--- config.mk ---
export PLATFORM = sky130hd
export DESIGN_NAME = ifetch
export DESIGN_NICKNAME = d
export VERILOG_FILES = /design/src/rtl/cpu_pkg.sv /design/src/rtl/fetch_fifo.sv /design/src/rtl/ifetch.sv
export SDC_FILE = /design/constraint.sdc
export NUM_CORES = 1
export LEC_CHECK = 0
export CAP_MARGIN = 0
export CORE_MARGIN = 2
export CORE_UTILIZATION = 44
export DETAILED_ROUTE_END_ITERATION = 7
export GPL_ROUTABILITY_DRIVEN = 0
export PLACE_DENSITY_LB_ADDON = 0.25
export SETUP_SLACK_MARGIN = 0.02
export SYNTH_ARGS = -nofsm -noshare
export SYNTH_HDL_FRONTEND = slang
export SYNTH_HIERARCHICAL = 1
export SYNTH_SLANG_ARGS = --single-unit
--- constraint.sdc ---
create_clock -name clk -period 3.5 [get_ports clk]
set_clock_uncertainty 0.1 [all_clocks]
set_input_delay 0.7 -clock clk [delete_from_list [all_inputs] [get_ports clk]]
set_output_delay 0.7 -clock clk [all_outputs]
set_load 0.01 [all_outputs]
--- src/rtl/cpu_pkg.sv ---
// Shared CPU definitions: datapath widths, the canonical NOP, the fetch-queue
// entry layout and the instruction-fetch FSM encoding.
package cpu_pkg;

  localparam int XLEN = 32;
  localparam int ILEN = 32;

  // addi x0, x0, 0 -- carried as the payload of a misaligned-fetch marker
  localparam logic [ILEN-1:0] NOP_INSTR = 32'h0000_0013;

  // One prefetch-queue slot
  typedef struct packed {
    logic [XLEN-1:0] pc;
    logic [ILEN-1:0] data;
    logic            misalign;
  } fetch_entry_t;

  // RUN: fetching sequentially; FAULT: misaligned target seen, wait for redirect
  typedef enum logic {
    ST_RUN   = 1'b0,
    ST_FAULT = 1'b1
  } ifetch_state_t;

  // Byte address to instruction-memory word index
  function automatic logic [XLEN-1:0] word_index(input logic [XLEN-1:0] byte_addr);
    return {2'b00, byte_addr[XLEN-1:2]};
  endfunction

endpackage

--- src/rtl/fetch_fifo.sv ---
// Prefetch queue for ifetch. Synchronous FIFO with flush; flush wins over pop,
// but a push in the flush cycle lands as the sole entry (used for fault markers).
// The head is driven from registered storage only, so a push never reaches the
// output in the cycle it is written. An empty queue presents an all-zero head.
module fetch_fifo
  import cpu_pkg::*;
#(
  parameter int  DEPTH = 4,
  localparam int PTR_W = (DEPTH > 1) ? $clog2(DEPTH) : 1,
  localparam int CNT_W = $clog2(DEPTH + 1)
) (
  input  logic             clk,
  input  logic             rst,
  input  logic             push_i,
  input  fetch_entry_t     push_data_i,
  input  logic             pop_i,
  input  logic             flush_i,
  output logic [CNT_W-1:0] count_o,
  output fetch_entry_t     head_o
);

  fetch_entry_t     mem_q [DEPTH];
  logic [PTR_W-1:0] wr_ptr_q, wr_ptr_d;
  logic [PTR_W-1:0] rd_ptr_q, rd_ptr_d;
  logic [CNT_W-1:0] count_q, count_d;
  logic [PTR_W-1:0] wr_addr;
  logic             push_en;
  logic             pop_en;
  logic             not_empty;
  fetch_entry_t     head_sel;

  function automatic logic [PTR_W-1:0] ptr_inc(input logic [PTR_W-1:0] p);
    if (p == PTR_W'(DEPTH - 1)) begin
      return '0;
    end
    return p + 1'b1;
  endfunction

  assign not_empty = (count_q != '0);
  // A flush empties the queue, so a simultaneous push always has room
  assign push_en   = push_i & (flush_i | (count_q < CNT_W'(DEPTH)));
  assign pop_en    = pop_i & not_empty & ~flush_i;
  assign wr_addr   = flush_i ? '0 : wr_ptr_q;

  // Next pointer / occupancy computation
  always_comb begin
    wr_ptr_d = wr_ptr_q;
    rd_ptr_d = rd_ptr_q;
    count_d  = count_q;
    if (flush_i) begin
      rd_ptr_d = '0;
      wr_ptr_d = push_en ? ptr_inc('0) : '0;
      count_d  = push_en ? CNT_W'(1) : '0;
    end else begin
      if (push_en) wr_ptr_d = ptr_inc(wr_ptr_q);
      if (pop_en)  rd_ptr_d = ptr_inc(rd_ptr_q);
      count_d = count_q + CNT_W'(push_en) - CNT_W'(pop_en);
    end
  end

  // Pointer and occupancy registers
  always_ff @(posedge clk) begin
    if (rst) begin
      wr_ptr_q <= '0;
      rd_ptr_q <= '0;
      count_q  <= '0;
    end else begin
      wr_ptr_q <= wr_ptr_d;
      rd_ptr_q <= rd_ptr_d;
      count_q  <= count_d;
    end
  end

  // Storage: one write-enabled register per slot; contents need no reset
  // because occupancy gates the head output.
  for (genvar gi = 0; gi < DEPTH; gi++) begin : g_slot
    always_ff @(posedge clk) begin
      if (push_en && (wr_addr == PTR_W'(gi))) begin
        mem_q[gi] <= push_data_i;
      end
    end
  end

  // Head read mux over the registered slots
  always_comb begin
    head_sel = '0;
    for (int i = 0; i < DEPTH; i++) begin
      if (rd_ptr_q == PTR_W'(i)) head_sel = mem_q[i];
    end
  end

  assign head_o  = not_empty ? head_sel : '0;
  assign count_o = count_q;

endmodule

--- src/rtl/ifetch.sv ---
// Instruction fetch front end: sequential fetch from instruction memory into a
// prefetch queue, execute-stage redirects, and misaligned-target fault markers.
// Build option: IFETCH_PREFETCH_EN -- when defined the queue holds FIFO_DEPTH
// entries; otherwise a single-entry queue is built (one instruction in flight).
module ifetch
  import cpu_pkg::*;
#(
  parameter logic [31:0] RESET_PC   = 32'h0000_0000,
  parameter int          FIFO_DEPTH = 4
) (
  input  logic        clk,
  input  logic        rst,
  output logic        imem_req,
  output logic [31:0] imem_addr,
  input  logic        imem_drdy,
  input  logic [31:0] imem_rdata,
  input  logic        redirect_valid,
  input  logic [31:0] redirect_pc,
  output logic        inst_valid,
  input  logic        inst_ready,
  output logic [31:0] inst_data,
  output logic [31:0] inst_pc,
  output logic        inst_misalign
);

`ifdef IFETCH_PREFETCH_EN
  localparam int EFF_DEPTH = FIFO_DEPTH;
`else
  // Single-entry queue; FIFO_DEPTH / FIFO_DEPTH keeps the parameter referenced
  // while always evaluating to one for any legal depth.
  localparam int EFF_DEPTH = FIFO_DEPTH / FIFO_DEPTH;
`endif
  localparam int CNT_W = $clog2(EFF_DEPTH + 1);

  ifetch_state_t    state_q, state_d;
  logic [31:0]      fetch_pc_q, fetch_pc_d;
  logic [CNT_W-1:0] fifo_count;
  fetch_entry_t     fifo_head;
  fetch_entry_t     push_data;
  logic             fetch_done;
  logic             misaligned_redirect;
  logic             fifo_push;
  logic             fifo_pop;
  logic             queue_valid;

  // Request whenever the queue has a free slot; nothing is requested in FAULT
  // or while reset is held.
  assign imem_req = ~rst & (state_q == ST_RUN) & (fifo_count < CNT_W'(EFF_DEPTH));
  assign imem_addr = rst ? word_index(RESET_PC) : word_index(fetch_pc_q);

  // A redirect discards the fetch completing in the same cycle
  assign fetch_done          = imem_req & imem_drdy & ~redirect_valid;
  assign misaligned_redirect = redirect_valid & (redirect_pc[1:0] != 2'b00);

  assign queue_valid = ~rst & (fifo_count != '0);
  assign fifo_pop    = queue_valid & inst_ready & ~redirect_valid;
  assign fifo_push   = fetch_done | misaligned_redirect;

  // Marker for a misaligned target, else the returned instruction word
  always_comb begin
    push_data = '0;
    if (misaligned_redirect) begin
      push_data.pc       = redirect_pc;
      push_data.data     = NOP_INSTR;
      push_data.misalign = 1'b1;
    end else begin
      push_data.pc       = fetch_pc_q;
      push_data.data     = imem_rdata;
      push_data.misalign = 1'b0;
    end
  end

  fetch_fifo #(
    .DEPTH(EFF_DEPTH)
  ) u_fifo (
    .clk        (clk),
    .rst        (rst),
    .push_i     (fifo_push),
    .push_data_i(push_data),
    .pop_i      (fifo_pop),
    .flush_i    (redirect_valid),
    .count_o    (fifo_count),
    .head_o     (fifo_head)
  );

  // Next state and fetch PC; a redirect overrides sequential advance
  always_comb begin
    state_d    = state_q;
    fetch_pc_d = fetch_pc_q;
    if (redirect_valid) begin
      if (redirect_pc[1:0] == 2'b00) begin
        state_d    = ST_RUN;
        fetch_pc_d = redirect_pc;
      end else begin
        state_d = ST_FAULT;
      end
    end else if (fetch_done) begin
      fetch_pc_d = fetch_pc_q + 32'd4;
    end
  end

  // State and fetch PC registers; reset beats any redirect or in-flight fetch
  always_ff @(posedge clk) begin
    if (rst) begin
      state_q    <= ST_RUN;
      fetch_pc_q <= RESET_PC;
    end else begin
      state_q    <= state_d;
      fetch_pc_q <= fetch_pc_d;
    end
  end

  assign inst_valid    = queue_valid;
  assign inst_data     = queue_valid ? fifo_head.data : 32'h0;
  assign inst_pc       = queue_valid ? fifo_head.pc : 32'h0;
  assign inst_misalign = queue_valid & fifo_head.misalign;

endmodule

==> results.json <==
{
  "finalSetupViolations": 0,
  "cp.arrival_ps": 2270,
  "power_density_mw_per_mm2": 366,
  "ys.flop_type": "edfxtp_1",
  "wl_um": 14900,
  "path_buf_inv": 2,
  "final_util_pct": 60.8,
  "floorplan.initialDensity_pct": 44.5,
  "nFillCells": 1095,
  "remaining_drc_errors": 0,
  "cts_hold_buf": 0,
  "clock-root-buffer": "clkbuf_16",
  "grt_pass1_wl_um": 23900,
  "layout_common_cells": "and2_1 (165), clkdlybuf4s50_1 (164), edfxtp_1 (65)",
  "holdPathStages": 1,
  "postSynthAreaPerCell_um2": 9.47,
  "dieArea_mm2": 0.0142,
  "cts_buffers": 9,
  "cp_max_fo": 36,
  "cts_max_level": 3,
  "mostFrequentLayoutCell": "and2_1",
  "clock_latency_ps": 340,
  "die_w_um": 119,
  "fmax_ghz": 0.326,
  "drv_slew": 0,
  "seq_area_frac_synth_pct": 45.2,
  "synth_top_area_share_pct": 33.5,
  "drt_iter0_drc": 312,
  "multiInputGateArea_mm2": 0.00299,
  "grt_max_degree": 66,
  "synthCells": 615,
  "hold_viol_final": 0,
  "cts_tree": "yes",
  "syn_to_final_growth_pct": 36.8,
  "diodes": 0,
  "antenna_found_initial": 0,
  "sequentialPowerShare_pct": 48.1,
  "final_nets": 828,
  "grt_pass1_vias": 4608,
  "drive_above_1_share_pct": 9.44,
  "yosysWarnings": 6,
  "postCtsSetupBuffers": 0,
  "internal_power_w": 0.00225,
  "pwr-share-comb_pct": 14.2,
  "hold_ws_ps": 367,
  "vias_per_cell": 5.31,
  "synth_area_leaders": "edfxtp_1 (34%), and2_1 (18%), dfxtp_1 (12%), mux2_2 (5.8%), nor2b_1 (3.0%)",
  "cts_num_sinks": 99,
  "min_period_ps": 3070,
  "synth_area_mm2": 0.00582,
  "power_w": 0.00291,
  "synth.distinct_cells": 59,
  "clkPwrFrac_pct": 37.6,
  "synthArstFlopShare_pct": 0,
  "worstSetupPathType": "reg2out",
  "rsz0062_at_grt": "no",
  "core-area_mm2": 0.0131,
  "critPathLaunchType": "flip-flop",
  "ir_drop_v": 0.000231,
  "drv_cap": 0,
  "synth_edf_count": 65,
  "p_switching_w": 0.000658,
  "path_cells": "nor2b_4, buf_4, and2_1, clkdlybuf4s50_1",
  "fin_crit_sh_pct": 87.7,
  "ioPinCount": 168,
  "grt_overflow": 0,
  "dp_slack_ps": 429,
  "numPortBuffers": 165,
  "p_sw_share_pct": 22.6,
  "seq_area_mm2": 0.00263,
  "floorplan.rows": 42,
  "p_leak_nw": 2.93,
  "worstMarginPinSlew_ps": 644,
  "cp_data_required_time_ps": 2700,
  "finalSetupTns_ps": 0,
  "clock_path_buffers": 2,
  "hold_class": "reg2reg",
  "dr.pass1.iters": 5,
  "clkSlewWorstSetupHoldPaths_ps": 60,
  "r2r_cells": 6,
  "crit_cells": 4,
  "ys_ff_latch": 99,
  "crit_path_max_incr_delay_ps": 670,
  "layout_setup_ws_ps": 429,
  "post_drt_wl_per_cell_um": 15.8,
  "ant_nets": 0,
  "end_kind": "primary output",
  "status": "complete, no violations",
  "max_slew_margin_pct": 57.0,
  "dp_hpwl_um": 10500,
  "cts_resized": 0,
  "grtUsageTotal_pct": 20.8,
  "post-synth-top-area-cell": "edfxtp_1",
  "vias": 4982,
  "critPathTopFamily": "buffers and inverters",
  "fp.dieH_um": 119,
  "cp_slowest_cell": "dfxtp_2"
}
[registers in the layout, indices dropped and copies added (netlist names)]
| name | count |
|---|---|
| state_q | 1 |
| u_fifo/mem_q | 65 |
| u_fifo/count_o | 1 |
| fetch_pc_q | 32 |
[Yosys cell counts, drive strengths merged (2+ instances only)]
| master | count |
|---|---|
| nand3 | 17 |
| a211oi | 5 |
| nand2 | 37 |
| nor2b | 28 |
| a2bb2oi | 2 |
| inv | 7 |
| and3b | 2 |
| a31oi | 4 |
| o22ai | 6 |
| and3 | 11 |
| clkbuf | 28 |
| nor3b | 2 |
| a22oi | 6 |
| and4 | 3 |
| nor3 | 10 |
| nor4 | 8 |
| dfxtp | 34 |
| o21bai | 3 |
| edfxtp | 65 |
| a21oi | 20 |
| nand4 | 8 |
| nand2b | 4 |
| mux2 | 30 |
| mux2i | 9 |
| o21ai | 13 |
| nor2 | 39 |
| o31ai | 3 |
| buf | 19 |
| and2 | 166 |
| a21boi | 4 |
| o41ai | 3 |
| o221ai | 2 |
[logic make-up after synthesis]
| kind of cell | share of synthesized area, % |
|---|---|
| and+or+nand+nor | 33.6 |
| muxes | 7.35 |
| DFF | 45.2 |
| AOI/OAI and AO/OA | 9.52 |
| buffers and inverters | 3.89 |
| adders and majority gates | 0.215 |
| other | 0.0644 |
| xor gates and xnor gates | 0.150 |
[layer usage]
layer / GRT usage (%) / up-vias / part of all wire, %
li1: - / 2419 / -
met1: 29.3 / 2375 / 46
met2: 33.2 / 174 / 47
met3: 3.59 / 14 / 6.2
met4: 5.58 / 0 / 1.1
met5: 0 / - / 0
[final cells by class]
type	instances	area share (%)
Clock inverter	4	0.880
Sequential cell	99	33.1
Clock buffer	12	3.36
Tap cell	176	2.77
Multi-Input combinational cell	463	37.5
Timing Repair Buffer	178	22.1
Inverter	7	0.330
[final timing paths]
path | from | to | slack [ps]
worst min-delay path | fetch_pc_q[0]$_SDFFE_PP0P_ | fetch_pc_q[0]$_SDFFE_PP0P_ | 370
worst max register to register | fetch_pc_q[2]$_SDFFE_PP0P_ | fetch_pc_q[30]$_SDFFE_PP0P_ | 1250
worst max-delay path | u_fifo/count_o$_SDFF_PP0_ | inst_pc[17] | 430
worst min register to register | fetch_pc_q[0]$_SDFFE_PP0P_ | fetch_pc_q[0]$_SDFFE_PP0P_ | 370
[metrics by stage]
stage	instances	instance area, um^2
after floorplan	616	5830
after global placement	923	7620
after detailed placement	923	7620
after CTS	939	7960
after global routing	939	7960
final	939	7960
[power groups by stage]
stage	Clock, W	Combinational [W]	Sequential (W)
detailed placement	0	0.000413	0.00143
CTS	0.00112	0.000417	0.00140
floorplan	0	0.000241	0.00140
global placement	0	0.000404	0.00142
finish	0.00110	0.000415	0.00140
global route	0.00116	0.000452	0.00141
(Power assumes the default switching activity.)
